===== config.mk =====
export PLATFORM = sky130hd
export DESIGN_NAME = soi_probe
export DESIGN_NICKNAME = d
export VERILOG_FILES = /design/src/rtl/soi_probe_pkg.sv /design/src/rtl/soi_edge_counter.sv /design/src/rtl/soi_probe.sv
export SDC_FILE = /design/constraint.sdc
export NUM_CORES = 1
export LEC_CHECK = 0
export ABC_CLOCK_PERIOD_IN_PS = 5500
export CAP_MARGIN = 10
export CELL_PAD_IN_SITES_DETAIL_PLACEMENT = 1
export CELL_PAD_IN_SITES_GLOBAL_PLACEMENT = 2
export CORE_MARGIN = 8
export CORE_UTILIZATION = 34
export CTS_CLUSTER_DIAMETER = 50
export CTS_CLUSTER_SIZE = 14
export DETAILED_ROUTE_END_ITERATION = 6
export PLACE_DENSITY = 0.91
export SYNTH_ARGS = -nofsm -noshare
export SYNTH_HDL_FRONTEND = slang
export SYNTH_SLANG_ARGS = --single-unit
export TNS_END_PERCENT = 10

===== constraint.sdc =====
create_clock -name clk -period 5.5 [get_ports clk]
set_input_delay 1.1 -clock clk [delete_from_list [all_inputs] [get_ports clk]]
set_output_delay 1.1 -clock clk [all_outputs]
set_load 0.02 [all_outputs]

===== src/rtl/soi_probe_pkg.sv =====
// Shared types and defaults for the signal-of-interest probe.
package soi_probe_pkg;

    // Default width of command argument, cycle counters and response data
    localparam int SOI_CNT_W = 16;

    // Host command opcodes; encodings 5-7 are illegal
    typedef enum logic [2:0] {
        OP_READ    = 3'd0,
        OP_SET0    = 3'd1,
        OP_SET1    = 3'd2,
        OP_RELEASE = 3'd3,
        OP_WATCH   = 3'd4
    } op_t;

    // Probe controller states
    typedef enum logic [1:0] {
        ST_IDLE  = 2'd0,
        ST_FORCE = 2'd1,
        ST_WATCH = 2'd2,
        ST_RESP  = 2'd3
    } state_t;

endpackage


===== src/rtl/soi_edge_counter.sv =====
// Saturating counter of cycles where soi_in differs from its previous value.
module soi_edge_counter #(
    parameter int CNT_W = 16
) (
    input  logic             clk,
    input  logic             rst_n,
    input  logic             clear,
    input  logic             enable,
    input  logic             soi_in,
    output logic [CNT_W-1:0] count
);

    logic prev;

    // Clear captures the reference value; each enabled cycle compares and re-captures
    always_ff @(posedge clk) begin
        if (!rst_n) begin
            count <= '0;
            prev  <= 1'b0;
        end else if (clear) begin
            count <= '0;
            prev  <= soi_in;
        end else if (enable) begin
            prev <= soi_in;
            if ((soi_in != prev) && (count != '1)) begin
                count <= count + 1'b1;
            end
        end
    end

endmodule


===== src/rtl/soi_probe.sv =====
// Debug probe: reads, forces and watches a single signal of interest under host commands.
module soi_probe
    import soi_probe_pkg::*;
#(
    parameter int CNT_W = SOI_CNT_W
) (
    input  logic             clk,
    input  logic             rst_n,
    input  logic             cmd_valid,
    output logic             cmd_ready,
    input  logic [2:0]       cmd_op,
    input  logic [CNT_W-1:0] cmd_arg,
    output logic             rsp_valid,
    input  logic             rsp_ready,
    output logic [CNT_W-1:0] rsp_data,
    output logic             rsp_err,
    input  logic             soi_in,
    output logic             soi_force_en,
    output logic             soi_force_val
);

    state_t           state;
    state_t           state_nx;
    op_t              op;
    logic             accept;
    logic             last_cycle;
    logic             edge_clear;
    logic             edge_enable;
    logic             watch_sel;
    logic             err_q;
    logic [CNT_W-1:0] remaining;
    logic [CNT_W-1:0] data_q;
    logic [CNT_W-1:0] edge_count;

    assign op         = op_t'(cmd_op);
    assign cmd_ready  = (state == ST_IDLE);
    assign accept     = cmd_valid & cmd_ready;
    assign last_cycle = (remaining == CNT_W'(1));
    assign rsp_valid  = (state == ST_RESP);
    assign rsp_err    = err_q;
    assign rsp_data   = watch_sel ? edge_count : data_q;

    // State register
    always_ff @(posedge clk) begin
        if (!rst_n) begin
            state <= ST_IDLE;
        end else begin
            state <= state_nx;
        end
    end

    // Next-state selection and edge-counter control
    always_comb begin
        state_nx    = state;
        edge_clear  = 1'b0;
        edge_enable = 1'b0;
        case (state)
            ST_IDLE: begin
                if (accept) begin
                    case (op)
                        OP_SET0, OP_SET1: state_nx = (cmd_arg == '0) ? ST_RESP : ST_FORCE;
                        OP_WATCH: begin
                            edge_clear = 1'b1;
                            state_nx   = (cmd_arg == '0) ? ST_RESP : ST_WATCH;
                        end
                        default: state_nx = ST_RESP;
                    endcase
                end
            end
            ST_FORCE: begin
                if (last_cycle) state_nx = ST_RESP;
            end
            ST_WATCH: begin
                edge_enable = 1'b1;
                if (last_cycle) state_nx = ST_RESP;
            end
            ST_RESP: begin
                if (rsp_ready) state_nx = ST_IDLE;
            end
            default: state_nx = ST_IDLE;
        endcase
    end

    // Command capture, force drive, cycle countdown and response payload
    always_ff @(posedge clk) begin
        if (!rst_n) begin
            remaining     <= '0;
            data_q        <= '0;
            watch_sel     <= 1'b0;
            err_q         <= 1'b0;
            soi_force_en  <= 1'b0;
            soi_force_val <= 1'b0;
        end else begin
            case (state)
                ST_IDLE: begin
                    if (accept) begin
                        remaining <= cmd_arg;
                        data_q    <= '0;
                        watch_sel <= 1'b0;
                        err_q     <= 1'b0;
                        case (op)
                            OP_READ: data_q <= {{(CNT_W-1){1'b0}}, soi_in};
                            OP_SET0, OP_SET1: begin
                                soi_force_en  <= 1'b1;
                                soi_force_val <= (op == OP_SET1);
                                data_q        <= cmd_arg;
                            end
                            OP_RELEASE: begin
                                soi_force_en  <= 1'b0;
                                soi_force_val <= 1'b0;
                            end
                            OP_WATCH: watch_sel <= 1'b1;
                            default:  err_q <= 1'b1;
                        endcase
                    end
                end
                ST_FORCE: begin
                    remaining <= remaining - 1'b1;
                    if (last_cycle) begin
                        soi_force_en  <= 1'b0;
                        soi_force_val <= 1'b0;
                    end
                end
                ST_WATCH: begin
                    remaining <= remaining - 1'b1;
                end
                default: begin
                end
            endcase
        end
    end

    soi_edge_counter #(
        .CNT_W (CNT_W)
    ) u_edge_counter (
        .clk    (clk),
        .rst_n  (rst_n),
        .clear  (edge_clear),
        .enable (edge_enable),
        .soi_in (soi_in),
        .count  (edge_count)
    );

endmodule


[After elaboration in Yosys (flattened, before gate mapping)]
Cells that the tools add are included.
Word-level totals
  output and inout bits: 21
  logic and storage cells: 69
  input bits: 24
  bits in registers: 55
Cells by class
  reduce and logical (&&, ||, !) cells: 16
  multiplexer cells: 25
  bitwise logic cells: 2
  eq/ne operators: 15
  $add $sub $neg: 2
Operators by type and width (count)
  16-bit one-hot mux with 2 select lines: 2
  16-bit 2-to-1 mux: 2
  16-bit by 1-bit adder with 16-bit output, second input constant: 1
  16-bit by 1-bit == test with 1-bit output, second input constant: 1
  16-bit zero test: 1
  16-bit != test, second input constant: 1
  16-bit by 1-bit subtractor with 16-bit output, second input constant: 1
  1-bit 2-to-1 mux: 11
  2-bit 2-to-1 mux: 4
  1-bit one-hot mux with 2 select lines: 4
  3-bit by 2-bit == test with 1-bit output, second input constant: 2
  2-bit by 1-bit != test with 1-bit output, second input constant: 3
  2-bit one-hot mux with 3 select lines: 1
  2-bit AND reduction: 3
  2-bit nonzero test: 3
  2-bit OR reduction: 3
  5-bit OR reduction: 1
  2-bit == test, second input constant: 2
  2-bit one-hot mux with 2 select lines: 1
  4-bit AND reduction: 1
  3-bit by 1-bit == test with 1-bit output, second input constant: 1
  3-bit == test, second input constant: 1
  3-bit zero test: 1
  3-bit by 1-bit != test with 1-bit output, second input constant: 1
  other kinds (8): 8

[Logic depth before layout (Yosys ltp)]
Gate-level depths: netlist of the first run.
  word-level depth: 5
  gate-level depth with buffers: 10
  gate-level depth less buffers: 7

[Cells and area by module]
From an unflattened synthesis of the first run, not the netlist that was laid out.
Unflattened totals
  cells, all modules: 399
  area total of the unflattened synthesis: 3305.7 um^2
Modules (own cells, without submodules)
  soi_probe: cells each 291, times used 1, area each 2378.5 um^2
  soi_edge_counter: cells each 108, times used 1, area each 927.1 um^2

[Least setup slack after synthesis of the first run]
OpenSTA, ideal clock, no wires.
  kind: reg-to-output
  start: register watch_sel
  end: output rsp_data[10]
  stages on the path, launching flop included: 4
  slack: 3.057 ns
  arrival: 1.343 ns
  cell sequence: dfxtp_1 clkbuf_1 buf_1 mux2_2
On the way
  word-level cells in the longest chain between the ends: 1
Ends and longest elaborated chain
  from (decl): line soi_probe.sv:29  | logic watch_sel;
  from (signal assigned): line soi_probe.sv:89  | watch_sel <= 1'b0;
  from (signal assigned): line soi_probe.sv:99  | watch_sel <= 1'b0;
  from (signal assigned): line soi_probe.sv:112  | OP_WATCH: watch_sel <= 1'b1;
  16-bit 2-to-1 mux: line soi_probe.sv:41  | assign rsp_data = watch_sel ? edge_count : data_q;
  to (decl): line soi_probe.sv:15  | output logic [CNT_W-1:0] rsp_data,
No other way between the ends.

[Worst setup path after layout of the first run]
  start: register state[1]
  end: register remaining[0]
On the way
  word-level cells in the longest chain between the ends: 4
  elaborated cells on any way between the ends: 9
  classes of those cells: 3 x eq/ne; 1 x mux; 1 x bitwise; 4 x reduce/logical
Ends and longest elaborated chain
  from (decl): line soi_probe.sv:22  | state_t state;
  from (signal assigned): line soi_probe.sv:48  | state <= state_nx;
  2-bit by 1-bit == test with 1-bit output (tied with other cells): line soi_probe.sv:94  | case (state)
  2-bit OR reduction (no source line) / 1-bit AND (equally long branches)
  2-bit nonzero test (no source line) / 2-bit by 1-bit != test with 1-bit output (equally long branches)
  2-bit AND reduction (no source line)
  to (signal assigned): line soi_probe.sv:97  | remaining <= cmd_arg;
  to (signal assigned): line soi_probe.sv:118  | remaining <= remaining - 1'b1;
  to (signal assigned): line soi_probe.sv:125  | remaining <= remaining - 1'b1;
  to (decl): line soi_probe.sv:31  | logic [CNT_W-1:0] remaining;
Parallel ways exist; a longest one is shown, timed or not.
A chain may end at the register's enable or synchronous reset.

==> metrics.md, run 1 <==
| Metric | Value |
|---|---|
| 1st-iter DRT viols | `109` |
| CP endpoint kind | `register` |
| Synth area leader | `dfxtp_1` |
| TNS Setup | `0 ps` |
| Hold_buf cts | `0` |
| H-tree Lvls | `2` |
| Largest net degree at the start of global routing | `31` |
| Startpoint types | `register` |
| Die Area | `about 0.012 mm^2` |
| Top cell type's share of synthesized area | `0.3618` |
| Vias in the first global route | `just over 3000` |
| PwrDens | `roughly 480 mW/mm^2` |
| Post CTS Setup Buffer Count | `0` |
| Flop and latch count out of synthesis | `55` |
| HP Start | `soi_force_val$_SDFFE_PN0P_` |
| Ant. Diodes | `0` |
| Sequential element share of the synthesized area | `0.3618` |
| # nets final | `around 450` |
| # fillers | `about 1000` |
| Synth Instances | `slightly below 400` |
| Hold Path Stages | `2` |
| Wire per inst | `18.09 um` |
| Row count | `34` |
| Leak | `approximately 1.3 nW` |
| Final slew viol count | `0` |
| Ys async rst share | `0` |
| Core Box Area | `about 0.0087 mm^2` |
| Most frequent cell after synthesis | `dfxtp_1` |
| Crit-path cells | `inv_1 > ha_1 > buf_4 > clkinv_1 > o21ai_1 > o21ai_0 > a221oi_1` |
| TritonCTS clock tree | `done` |
| IO Port Bufs | `44` |
| Crit Path Max Fanout | `23` |
| Area delta synth->final | `20.93%` |
| Final Non-Filler Cells | `about 520` |
| Post-synth EDFFs | `0` |
| Worst path slowest cell | `o21ai_1` |
| Avg Cell Area, Syn | `slightly below 8 um^2` |
| Final antenna-violating net count | `0` |
| RSZ-0062 raised after global routing | `no` |
| HP Class | `reg -> reg` |
| Post-Synthesis Cell Area | `between 0.003 and 0.004 mm^2` |
| Worst-Margin Slew | `approximately 1100 ps` |
| Worst-Skew Late Latency | `around 320 ps` |
| Die Span Y | `about 110 um` |
| Hold Vio Cnt, Final | `0` |
| Number of vias per cell | `about 5.6` |
| Final Wtd Congestion | `0.8472` |
| Final setup viols | `0` |
| Num CTS Buffers | `5` |
| Worst R2R End | `remaining[0]$_SDFFE_PN0P_` |
| Layout cell share with drive strength beyond 1 | `0.07212` |
| RR Startpoint | `state[1]$_SDFFE_PN0P_` |
| First-pass GRT wire length | `~16000 um` |
| Initial Utilization | `0.3489` |
| DRC viols | `0` |
| CTS sink count | `55` |
| Via count | `just under 3000` |
| VDD IR-drop max | `roughly 0.00038 V` |
| IO Pins | `45` |
| Max-Cap Viols | `0` |
| WS Path Type | `reg -> reg` |
| Post-Place Cells | `a little over 500` |
| First-pass DRT Iterations | `4` |
| YS warnings | `0` |
| WP data required | `between 5000 and 6000 ps` |
| Top post-synthesis cells by area | `dfxtp_1 36%, a21oi_1 7.1%, mux2_2 6.7%, nor2_1 6.3%, and3_1 4.3%` |
| DP HPWL | `between 7000 and 8000 um` |
| Post-cts sizing count | `0` |
| Grt ovf | `0` |
| Commonest cells post-synth | `55 x dfxtp_1, 51 x nor2_1, 43 x a21oi_1` |
| Hold endpoint | `soi_force_val$_SDFFE_PN0P_` |
| Tot GR Track Use | `0.1532` |
| Wirelength, routed | `9480 um` |
| Clk pin slew, worst setup/hold paths | `~110 ps` |
| Synth cell types | `a little over 50` |
| Tmin final | `about 3300 ps` |
| Clk_skew | `between 15 and 20 ps` |
| Fmax achieved | `0.3065 GHz` |
| Critical Path AT | `between 3000 and 4000 ps` |
| Antenna violations before repair | `0` |
| Syn Nets | `approximately 420` |
| Max incr delay on CP | `1050 ps` |
| Crit share post-route | `0.5932` |
| CTS root buffer | `clkbuf_8` |
| R2R setup slack | `around 2200 ps` |
| Clock buffer depth | `2` |
| R2r worst-path depth | `7` |
| Status | `completed` |
| Chip width | `~110 um` |
| Worst slew margin | `0.2368` |
| Predominant post-synthesis flop cell | `dfxtp_1` |
==> critical path, delay by kind of cell (launching register included) <==
| family | cells | cell delay [ps] |
|---|---|---|
| AOI/OAI and AO/OA | 3 | 1640 |
| adders and majority gates | 1 | 280 |
| buffers and inverters | 3 | 850 |
| DFF | 1 | 390 |
==> area by class of cell <==
cell class / instances / area (um^2) / share of cell area
flip-flops and latches: 55 / 1101 / 0.2992
clock buffers: 5 / 68.82 / 0.01870
well taps: 108 / 135.1 / 0.03672
repair buffers: 46 / 455.4 / 0.1238
inverters: 13 / 48.80 / 0.01326
clock inverters: 3 / 67.56 / 0.01836
multi-input cells: 294 / 1803 / 0.4900
==> report_power, final <==
group	switching (W)	internal, W	total [W]	leakage [nW]
registers	0.0000909	0.000473	0.000564	0.447
logic	0.000561	0.000324	0.000885	0.831
clock network	0.000146	0.000182	0.000328	0.0644
==> logic make-up after synthesis <==
| family | share of synthesized area |
|---|---|
| xor gates and xnor gates | 0.04318 |
| DFF | 0.3618 |
| buffers and inverters | 0.04564 |
| muxes | 0.07319 |
| adders and majority gates | 0.03290 |
| and+or+nand+nor | 0.2640 |
| AOI/OAI and AO/OA | 0.1793 |
==> worst max path at each step <==
stage                                 startpoint                        end  slack, ps
after floorplan           watch_sel$_SDFFE_PN0P_               rsp_data[10]       3060
after global placement                 cmd_valid  remaining[2]$_SDFFE_PN0P_       1980
after detailed placement               cmd_valid  remaining[0]$_SDFFE_PN0P_       1910
after CTS                              cmd_valid  remaining[0]$_SDFFE_PN0P_       2240
after global routing       state[0]$_SDFFE_PN0P_  remaining[0]$_SDFFE_PN0P_       1840
final                      state[1]$_SDFFE_PN0P_  remaining[0]$_SDFFE_PN0P_       2240
==> per-layer routing <==
layer  up-vias  wire [um]  GRT usage
met5         -          0          0
met4         0         94    0.03784
met2        45       4514     0.2544
met1      1427       4593     0.1989
met3         7        278    0.02706
li1       1454          -          -
==> state kept, by name (all words and copies together) (netlist names) <==
name and flops:
data_q 16, remaining 16, u_edge_counter.count 16, state 2, rsp_err 1, soi_force_en 1, soi_force_val 1, u_edge_counter.prev 1
watch_sel 1
==> layout by cell type, fill, tap and decap left out, types with 2 or more instances in the layout <==
master	netlist	layout
clkdlybuf4s50_1	0	44
nor4_1	13	13
xnor2_1	14	14
and3_1	21	21
ha_1	8	8
nand3_1	13	13
nand2b_1	3	3
and2_1	4	4
bufinv_16	0	2
inv_1	12	12
and4_1	3	3
nand4_1	6	6
or4_1	2	2
clkbuf_8	0	5
nor2_1	51	51
a211oi_1	7	7
o21ai_1	2	2
mux2_2	18	18
o211ai_1	2	2
nand2_1	23	23
o21ai_0	12	12
dfxtp_1	55	55
buf_4	0	2
mux2i_1	2	2
a22oi_1	2	2
a31oi_1	2	2
nor3_1	16	16
o22ai_1	5	5
o221ai_1	2	2
a21oi_1	43	43
==> through the flow <==
step | setup slack, ps | power, W | util | area (um^2) | hold WS (ps)
global route | 1845 | 0.001916 | 0.4220 | 3680 | 497.0
finish | 2237 | 0.001777 | 0.4220 | 3680 | 465.9
detailed placement | 1907 | 0.001446 | 0.4063 | 3543 | 455.5
floorplan | 3057 | 0.001204 | - | 3043 | 443.7
global placement | 1983 | 0.001414 | 0.4063 | 3543 | 450.2
CTS | 2236 | 0.001777 | 0.4220 | 3680 | 474.5
Power figures use the tool's default switching activity.
==> inputs of run 2 (changes only) <==
--- a/config.mk
+++ b/config.mk
@@ -5,16 +5,16 @@
 export SDC_FILE = /design/constraint.sdc
 export NUM_CORES = 1
 export LEC_CHECK = 0
-export ABC_CLOCK_PERIOD_IN_PS = 5500
+export ABC_CLOCK_PERIOD_IN_PS = 3000
 export CAP_MARGIN = 10
 export CELL_PAD_IN_SITES_DETAIL_PLACEMENT = 1
 export CELL_PAD_IN_SITES_GLOBAL_PLACEMENT = 2
 export CORE_MARGIN = 8
-export CORE_UTILIZATION = 34
+export CORE_UTILIZATION = 29
 export CTS_CLUSTER_DIAMETER = 50
 export CTS_CLUSTER_SIZE = 14
 export DETAILED_ROUTE_END_ITERATION = 6
-export PLACE_DENSITY = 0.91
+export PLACE_DENSITY = 0.83
 export SYNTH_ARGS = -nofsm -noshare
 export SYNTH_HDL_FRONTEND = slang
 export SYNTH_SLANG_ARGS = --single-unit
==> constraint.sdc (replaced) <==
create_clock -name clk -period 3 [get_ports clk]
set_input_delay 0.6 -clock clk [delete_from_list [all_inputs] [get_ports clk]]
set_output_delay 0.6 -clock clk [all_outputs]
set_load 0.02 [all_outputs]
==> run 2 against run 1 <==
  * Via count is 0.75% higher
  * Register-to-register slack worse by 1500 ps
  * Design area is 1.1% higher
  * Sequential cell count stayed put
  * Count of clock-buffer cells in the layout is 1 higher
  * Hold slack better by 3.1 ps
  * Clock skew is 9.7 ps lower
  * Final cell count is 6.7% higher
  * Sequential power is 83% higher
  * Worst setup slack worse by 1700 ps
  * Largest power group unchanged
==> metrics.md, run 2 (synthesis results as in run 1) <==
| Metric | Value |
|---|---|
| Chip width | `118.4 um (was 110.6 um)` |
| Die Area | `0.01403 mm^2 (was 0.01223 mm^2)` |
| Post CTS Setup Buffer Count | `0 (unchanged)` |
| Final Wtd Congestion | `0.9400 (was 0.8472)` |
| Max-Cap Viols | `0 (unchanged)` |
| CP endpoint kind | `output port (was register)` |
| Crit-path cells | `buf_4 > mux2_2 > clkdlybuf4s50_1 (was inv_1 > ha_1 > buf_4 > clkinv_1 > o21ai_1 > o21ai_0 > a221oi_1)` |
| Final slew viol count | `0 (unchanged)` |
| Most frequent cells in the layout | `55 x dfxtp_1, 51 x nor2_1, 44 x clkdlybuf4s50_1 (unchanged)` |
| Wire per inst | `17.40 um (was 18.09 um)` |
| PwrDens | `833.9 mW/mm^2 (was 482.8 mW/mm^2)` |
| Via count | `2955 (was 2933)` |
| TritonCTS clock tree | `done (unchanged)` |
| Post-cts sizing count | `0 (unchanged)` |
| First-pass GRT wire length | `15950 um (was 15750 um)` |
| Tmin final | `between 2000 and 2500 ps` |
| Vias in the first global route | `3168 (was 3025)` |
| Worst slew margin | `0.4765 (was 0.2368)` |
| Crit share post-route | `0.8142` |
| Initial Utilization | `0.2961 (was 0.3489)` |
| WS Path Type | `reg -> out (was reg -> reg)` |
| Worst hold margin | `469.0 ps (was 465.9 ps)` |
| DP HPWL | `7507 um (was 7204 um)` |
| Hold_buf cts | `0 (unchanged)` |
| Layout cell share with drive strength beyond 1 | `0.08511 (was 0.07212)` |
| HP Class | `reg -> reg (unchanged)` |
| CTS sink count | `55 (unchanged)` |
| Worst path slowest cell | `clkdlybuf4s50_1 (was o21ai_1)` |
| Final setup viols | `0 (unchanged)` |
| Grt ovf | `0 (unchanged)` |
| Final antenna-violating net count | `0 (unchanged)` |
| Die Span Y | `118.4 um (was 110.6 um)` |
| Hold Vio Cnt, Final | `0 (unchanged)` |
| Clock buffer depth | `2 (unchanged)` |
| Tot GR Track Use | `0.1365 (was 0.1532)` |
| IO Port Bufs | `44 (unchanged)` |
| Clk_skew | `7.031 ps (was 16.78 ps)` |
| # nets final | `454 (was 447)` |
| TNS Setup | `0 ps (unchanged)` |
| DRC viols | `0 (unchanged)` |
| Top flop regs | `data_q: 16 flops, remaining: 16 flops, u_edge_counter.count: 16 flops (unchanged)` |
| CTS root buffer | `clkbuf_8 (unchanged)` |
| Core Box Area | `0.01028 mm^2 (was 0.008721 mm^2)` |
| Ant. Diodes | `0 (unchanged)` |
| Startpoint types | `register (unchanged)` |
| Leak | `1.354 nW (was 1.343 nW)` |
| Number of vias per cell | `5.286 (was 5.597)` |
| Register area | `0.001101 mm^2 (unchanged)` |
| Largest net degree at the start of global routing | `29 (was 31)` |
| H-tree Lvls | `2 (unchanged)` |
| WP data required | `2400 ps (was 5730 ps)` |
| First-pass DRT Iterations | `4 (unchanged)` |
| Worst-Margin Slew | `780.0 ps (was 1137 ps)` |
| Clk pin slew, worst setup/hold paths | `110 ps (about the same)` |
| Max incr delay on CP | `560 ps (was 1050 ps)` |
| Crit Path Max Fanout | `16 (was 23)` |
| Commonest non-fill, non-tap cell in the layout | `dfxtp_1 (unchanged)` |
| Multi-input gate area | `0.001803 mm^2 (unchanged)` |
| 1st-iter DRT viols | `105 (was 109)` |
| Row count | `37 (was 34)` |
| RSZ-0062 raised after global routing | `no (unchanged)` |
| CP Buf/Inv Count | `2 (was 3)` |
| Crit path max-delay family | `buffers and inverters (was compound AO/OA/AOI/OAI gates)` |
| Wirelength, routed | `9729 um (was 9480 um)` |
| VDD IR-drop max | `0.0003836 V (was 0.0003811 V)` |
| # fillers | `1257 (was 1046)` |
| Fmax achieved | `just over 0.4 GHz` |
| Worst-Skew Late Latency | `310 ps (was 320 ps)` |
| Critical Path AT | `1840 ps (was 3490 ps)` |
| Status | `completed (unchanged)` |
| Num CTS Buffers | `5 (unchanged)` |
| IO Pins | `45 (unchanged)` |
| Antenna violations before repair | `0 (unchanged)` |
| Area delta synth->final | `22.25% (was 20.93%)` |
run 2: changes by cell type in the layout (fill, tap and decap cells not counted):
cell | before | now
bufinv_16 | 2 | 0
clkbuf_1 | 0 | 1
inv_6 | 0 | 1
buf_4 | 2 | 9
run 2: area by class of cell:
class,count,share of cell area
multi-input cells,294,0.4847
flip-flops and latches,55,0.2960
repair buffers,53,0.1366
well taps,136,0.04574
clock buffers,6,0.01951
inverters,13,0.01312
clock inverters,2,0.004373
run 2: final timing paths:
check	start	to	slack, ps	cells after the start
worst min register to register	soi_force_val$_SDFFE_PN0P_	soi_force_val$_SDFFE_PN0P_	470	2
worst max register to register	remaining[2]$_SDFFE_PN0P_	remaining[13]$_SDFFE_PN0P_	700	5
worst min-delay path	soi_force_val$_SDFFE_PN0P_	soi_force_val$_SDFFE_PN0P_	470	2
worst max-delay path	watch_sel$_SDFFE_PN0P_	rsp_data[10]	560	3
run 2: worst reg2reg max path, cell delays in order, from the launching register on:
cell,delay (ps)
dfxtp_1,390
or4_1,650
or4_1,620
o31ai_2,270
a21oi_1,100
o21a_1,180
run 2: stage by stage:
step	util	worst slack (ps)	area, um^2	instances	power (W)
finish	0.3619	557.3	3720	559	0.003102
global route	0.3619	465.9	3720	559	0.003361
CTS	0.3619	528.3	3720	559	0.003126
detailed placement	0.3533	372.4	3631	551	0.002684
global placement	0.3533	456.9	3631	551	0.002631
floorplan	-	714.3	3043	385	0.002208
run 2: layer usage:
metal	vias to the layer above	wire (um)	global-route usage
met5	-	0	0
li1	1465	-	-
met3	9	435	0.03046
met1	1424	4498	0.1675
met4	0	93	0.03399
met2	57	4703	0.2369
run 2: power by group:
| group | internal (W) | switching [W] | leakage [nW] |
|---|---|---|---|
| Sequential | 0.000867 | 0.000161 | 0.447 |
| Combinational | 0.000619 | 0.00102 | 0.865 |
| Clock | 0.000169 | 0.000264 | 0.0418 |
| Total | 0.00165 | 0.00145 | 1.35 |
==> inputs of run 3 (changes only) <==
--- a/config.mk
+++ b/config.mk
@@ -5,7 +5,7 @@
 export SDC_FILE = /design/constraint.sdc
 export NUM_CORES = 1
 export LEC_CHECK = 0
-export ABC_CLOCK_PERIOD_IN_PS = 3000
+export ABC_CLOCK_PERIOD_IN_PS = 2050
 export CAP_MARGIN = 10
 export CELL_PAD_IN_SITES_DETAIL_PLACEMENT = 1
 export CELL_PAD_IN_SITES_GLOBAL_PLACEMENT = 2
==> constraint.sdc (replaced) <==
create_clock -name clk -period 2.05 [get_ports clk]
set_input_delay 0.41 -clock clk [delete_from_list [all_inputs] [get_ports clk]]
set_output_delay 0.41 -clock clk [all_outputs]
set_load 0.02 [all_outputs]
==> run 3 against run 2 <==
  * Sequential cell count did not move
  * Routed wire length increased by 2.6%
  * Die area did not move
  * Clock skew grew 7.0 ps
  * Final cell count is 5.0% higher
  * Critical endpoint is now remaining[13]$_SDFFE_PN0P_
  * Highest routed layer unchanged
==> metrics.md, run 3 (synthesis results as in run 1) <==
| Metric | Value |
|---|---|
| Worst slew margin | `0.5686 (was 0.4765)` |
| Max-Cap Viols | `0 (unchanged)` |
| Largest net degree at the start of global routing | `23 (was 29)` |
| Chip width | `118.4 um (unchanged)` |
| Layout cell share with drive strength beyond 1 | `0.1552 (was 0.08511)` |
| Post CTS Setup Buffer Count | `0 (unchanged)` |
| IO Port Bufs | `44 (unchanged)` |
| Tmin final | `roughly 1900 ps` |
| Tot GR Track Use | `0.1402 (was 0.1365)` |
| Crit share post-route | `0.9429` |
| Number of vias per cell | `5.288 (was 5.286)` |
| Die Area | `0.01403 mm^2 (unchanged)` |
| Final antenna-violating net count | `0 (unchanged)` |
| VDD IR-drop max | `0.001221 V (was 0.0003836 V)` |
| Worst R2R End | `remaining[13]$_SDFFE_PN0P_ (unchanged)` |
| Crit path to | `remaining[13]$_SDFFE_PN0P_ (was rsp_data[10])` |
| HP Class | `reg -> reg (unchanged)` |
| RR Startpoint | `remaining[2]$_SDFFE_PN0P_ (unchanged)` |
| WP data required | `2270 ps (was 2400 ps)` |
| Clock buffer depth | `2 (unchanged)` |
| CTS root buffer | `clkbuf_8 (unchanged)` |
| Critical Path Most Common Cell | `or4_4` |
| CP endpoint kind | `register (was output port)` |
| Row count | `37 (unchanged)` |
| CTS sink count | `55 (unchanged)` |
| Antenna violations before repair | `0 (unchanged)` |
| IO Pins | `45 (unchanged)` |
| Fmax achieved | `between 0.5 and 0.6 GHz` |
| TritonCTS clock tree | `done (unchanged)` |
| Worst-Skew Late Latency | `310 ps (about the same)` |
| Commonest non-fill, non-tap cell in the layout | `dfxtp_1 (unchanged)` |
| CP Buf/Inv Count | `0 (was 2)` |
| Hold Vio Cnt, Final | `0 (unchanged)` |
| WS Path Type | `reg -> reg (was reg -> out)` |
| Worst path depth | `5 (was 3)` |
| R2R setup slack | `120 ps (was 700 ps)` |
| Final Wtd Congestion | `0.9438 (was 0.9400)` |
| Worst path slowest cell | `or4_4 (was clkdlybuf4s50_1)` |
| Ant. Diodes | `0 (unchanged)` |
| Crit. Startpoint | `remaining[2]$_SDFFE_PN0P_ (was watch_sel$_SDFFE_PN0P_)` |
| Area delta synth->final | `31.13% (was 22.25%)` |
| Fin util | `0.3882 (was 0.3619)` |
| Clk pin slew, worst setup/hold paths | `110 ps (about the same)` |
| Wirelength, routed | `9980 um (was 9729 um)` |
| 1st-iter DRT viols | `134 (was 105)` |
| Crit Path Max Fanout | `6 (was 16)` |
| Worst-Margin Slew | `639.1 ps (was 780.0 ps)` |
| Most frequent cells in the layout | `55 x dfxtp_1, 51 x nor2_1, 43 x a21oi_1 (was 55 x dfxtp_1, 51 x nor2_1, 44 x clkdlybuf4s50_1)` |
| Grt ovf | `0 (unchanged)` |
| Clk_skew | `14.08 ps (was 7.031 ps)` |
| First-pass GRT wire length | `16300 um (was 15950 um)` |
| Max incr delay on CP | `540 ps (was 560 ps)` |
| # nets final | `482 (was 454)` |
| Finished Cell Area | `0.003990 mm^2 (was 0.003720 mm^2)` |
| Initial Utilization | `0.2961 (unchanged)` |
| Cell Area, Placed | `0.003881 mm^2 (was 0.003631 mm^2)` |
| Final slew viol count | `0 (unchanged)` |
| Startpoint types | `register (unchanged)` |
| Final setup viols | `0 (unchanged)` |
| R2r worst-path depth | `5 (unchanged)` |
| Crit-path cells | `or4_4 > or4_4 > o31ai_2 > a21oi_1 > o21a_1 (was buf_4 > mux2_2 > clkdlybuf4s50_1)` |
| Num CTS Buffers | `5 (unchanged)` |
| Die Span Y | `118.4 um (unchanged)` |
| Crit path max-delay family | `simple AND/OR/NAND/NOR gates (was buffers and inverters)` |
| Via count | `3104 (was 2955)` |
| PwrDens | `1277 mW/mm^2 (was 833.9 mW/mm^2)` |
| Core Box Area | `0.01028 mm^2 (unchanged)` |
| Worst hold margin | `479.1 ps (was 469.0 ps)` |
| RSZ-0062 raised after global routing | `no (unchanged)` |
| Leak | `1.593 nW (was 1.354 nW)` |
| First-pass DRT Iterations | `4 (unchanged)` |
| Critical Path AT | `2150 ps (was 1840 ps)` |
| Status | `completed (unchanged)` |
| Vias in the first global route | `3194 (was 3168)` |
| Wire per inst | `17.00 um (was 17.40 um)` |
| Top flop regs | `data_q: 16 flops, remaining: 16 flops, u_edge_counter.count: 16 flops (unchanged)` |
| Hold_buf cts | `0 (unchanged)` |
| H-tree Lvls | `2 (unchanged)` |
| DP HPWL | `7882 um (was 7507 um)` |
| Hold Path Stages | `2 (unchanged)` |
| DRC viols | `0 (unchanged)` |
run 3: cell count changes in the layout (fill, tap and decap cells not counted), moves of 2 or more:
cell and delta:
ha_1 -2, or4_4 +2, buf_12 +3, dlygate4sd2_1 +17, buf_4 +25, ha_2 +2, or4_1 -2, clkdlybuf4s50_1 -17
run 3: power by group:
group	total (W)	switching (W)	internal (W)
Sequential	0.00148	0.000211	0.00127
Clock	0.000754	0.000385	0.000369
Combinational	0.00286	0.00163	0.00123
Total	0.00510	0.00223	0.00287
run 3: how the worst min path moves through the flow:
stage,to,from
global placement,u_edge_counter.prev$_SDFFE_PN0P_,u_edge_counter.prev$_SDFFE_PN0P_
global route,u_edge_counter.prev$_SDFFE_PN0P_,u_edge_counter.prev$_SDFFE_PN0P_
finish,u_edge_counter.prev$_SDFFE_PN0P_,u_edge_counter.prev$_SDFFE_PN0P_
CTS,u_edge_counter.prev$_SDFFE_PN0P_,u_edge_counter.prev$_SDFFE_PN0P_
floorplan,u_edge_counter.prev$_SDFFE_PN0P_,u_edge_counter.prev$_SDFFE_PN0P_
detailed placement,u_edge_counter.prev$_SDFFE_PN0P_,u_edge_counter.prev$_SDFFE_PN0P_
run 3: per-stage QoR:
stage / worst slack [ps] / TNS, ps / power [W] / instances
floorplan: -26.47 / -26.47 / 0.003245 / 385
global placement: -38.83 / -89.86 / 0.004250 / 579
detailed placement: -46.24 / -121.4 / 0.004313 / 579
CTS: 16.16 / 0 / 0.005060 / 587
global route: 31.32 / 0 / 0.005469 / 587
finish: 117.0 / 0 / 0.005095 / 587
run 3: area by class of cell:
type | count | area [um^2]
clock buffer | 5 | 68.82
tap | 136 | 170.2
fill | 1263 | 6287
multi-input combinational | 294 | 1821
inverter | 13 | 48.80
sequential | 55 | 1101
clock inverter | 3 | 46.29
timing repair buffer | 81 | 734.5
run 3: layer usage:
metal,vias to the layer above,GRT usage,share of wire
met2,72,0.2387,0.48
met4,0,0.03874,0.018
li1,1521,-,-
met3,11,0.02903,0.044
met1,1500,0.1757,0.46
met5,-,0,0
run 3: what timing repair did:
item                                    4_1_cts  5_1_grt
gates resized for setup                      17        4
endpoints found under the setup margin       17        4
gates cloned                                  0        0
run 3: worst reg2reg max path: cells and delay by family (launching register included):
kind             cells  cell delay [ps]
flip-flops           1              330
AO/OA/AOI/OAI        3              490
AND/OR/NAND/NOR      2             1020
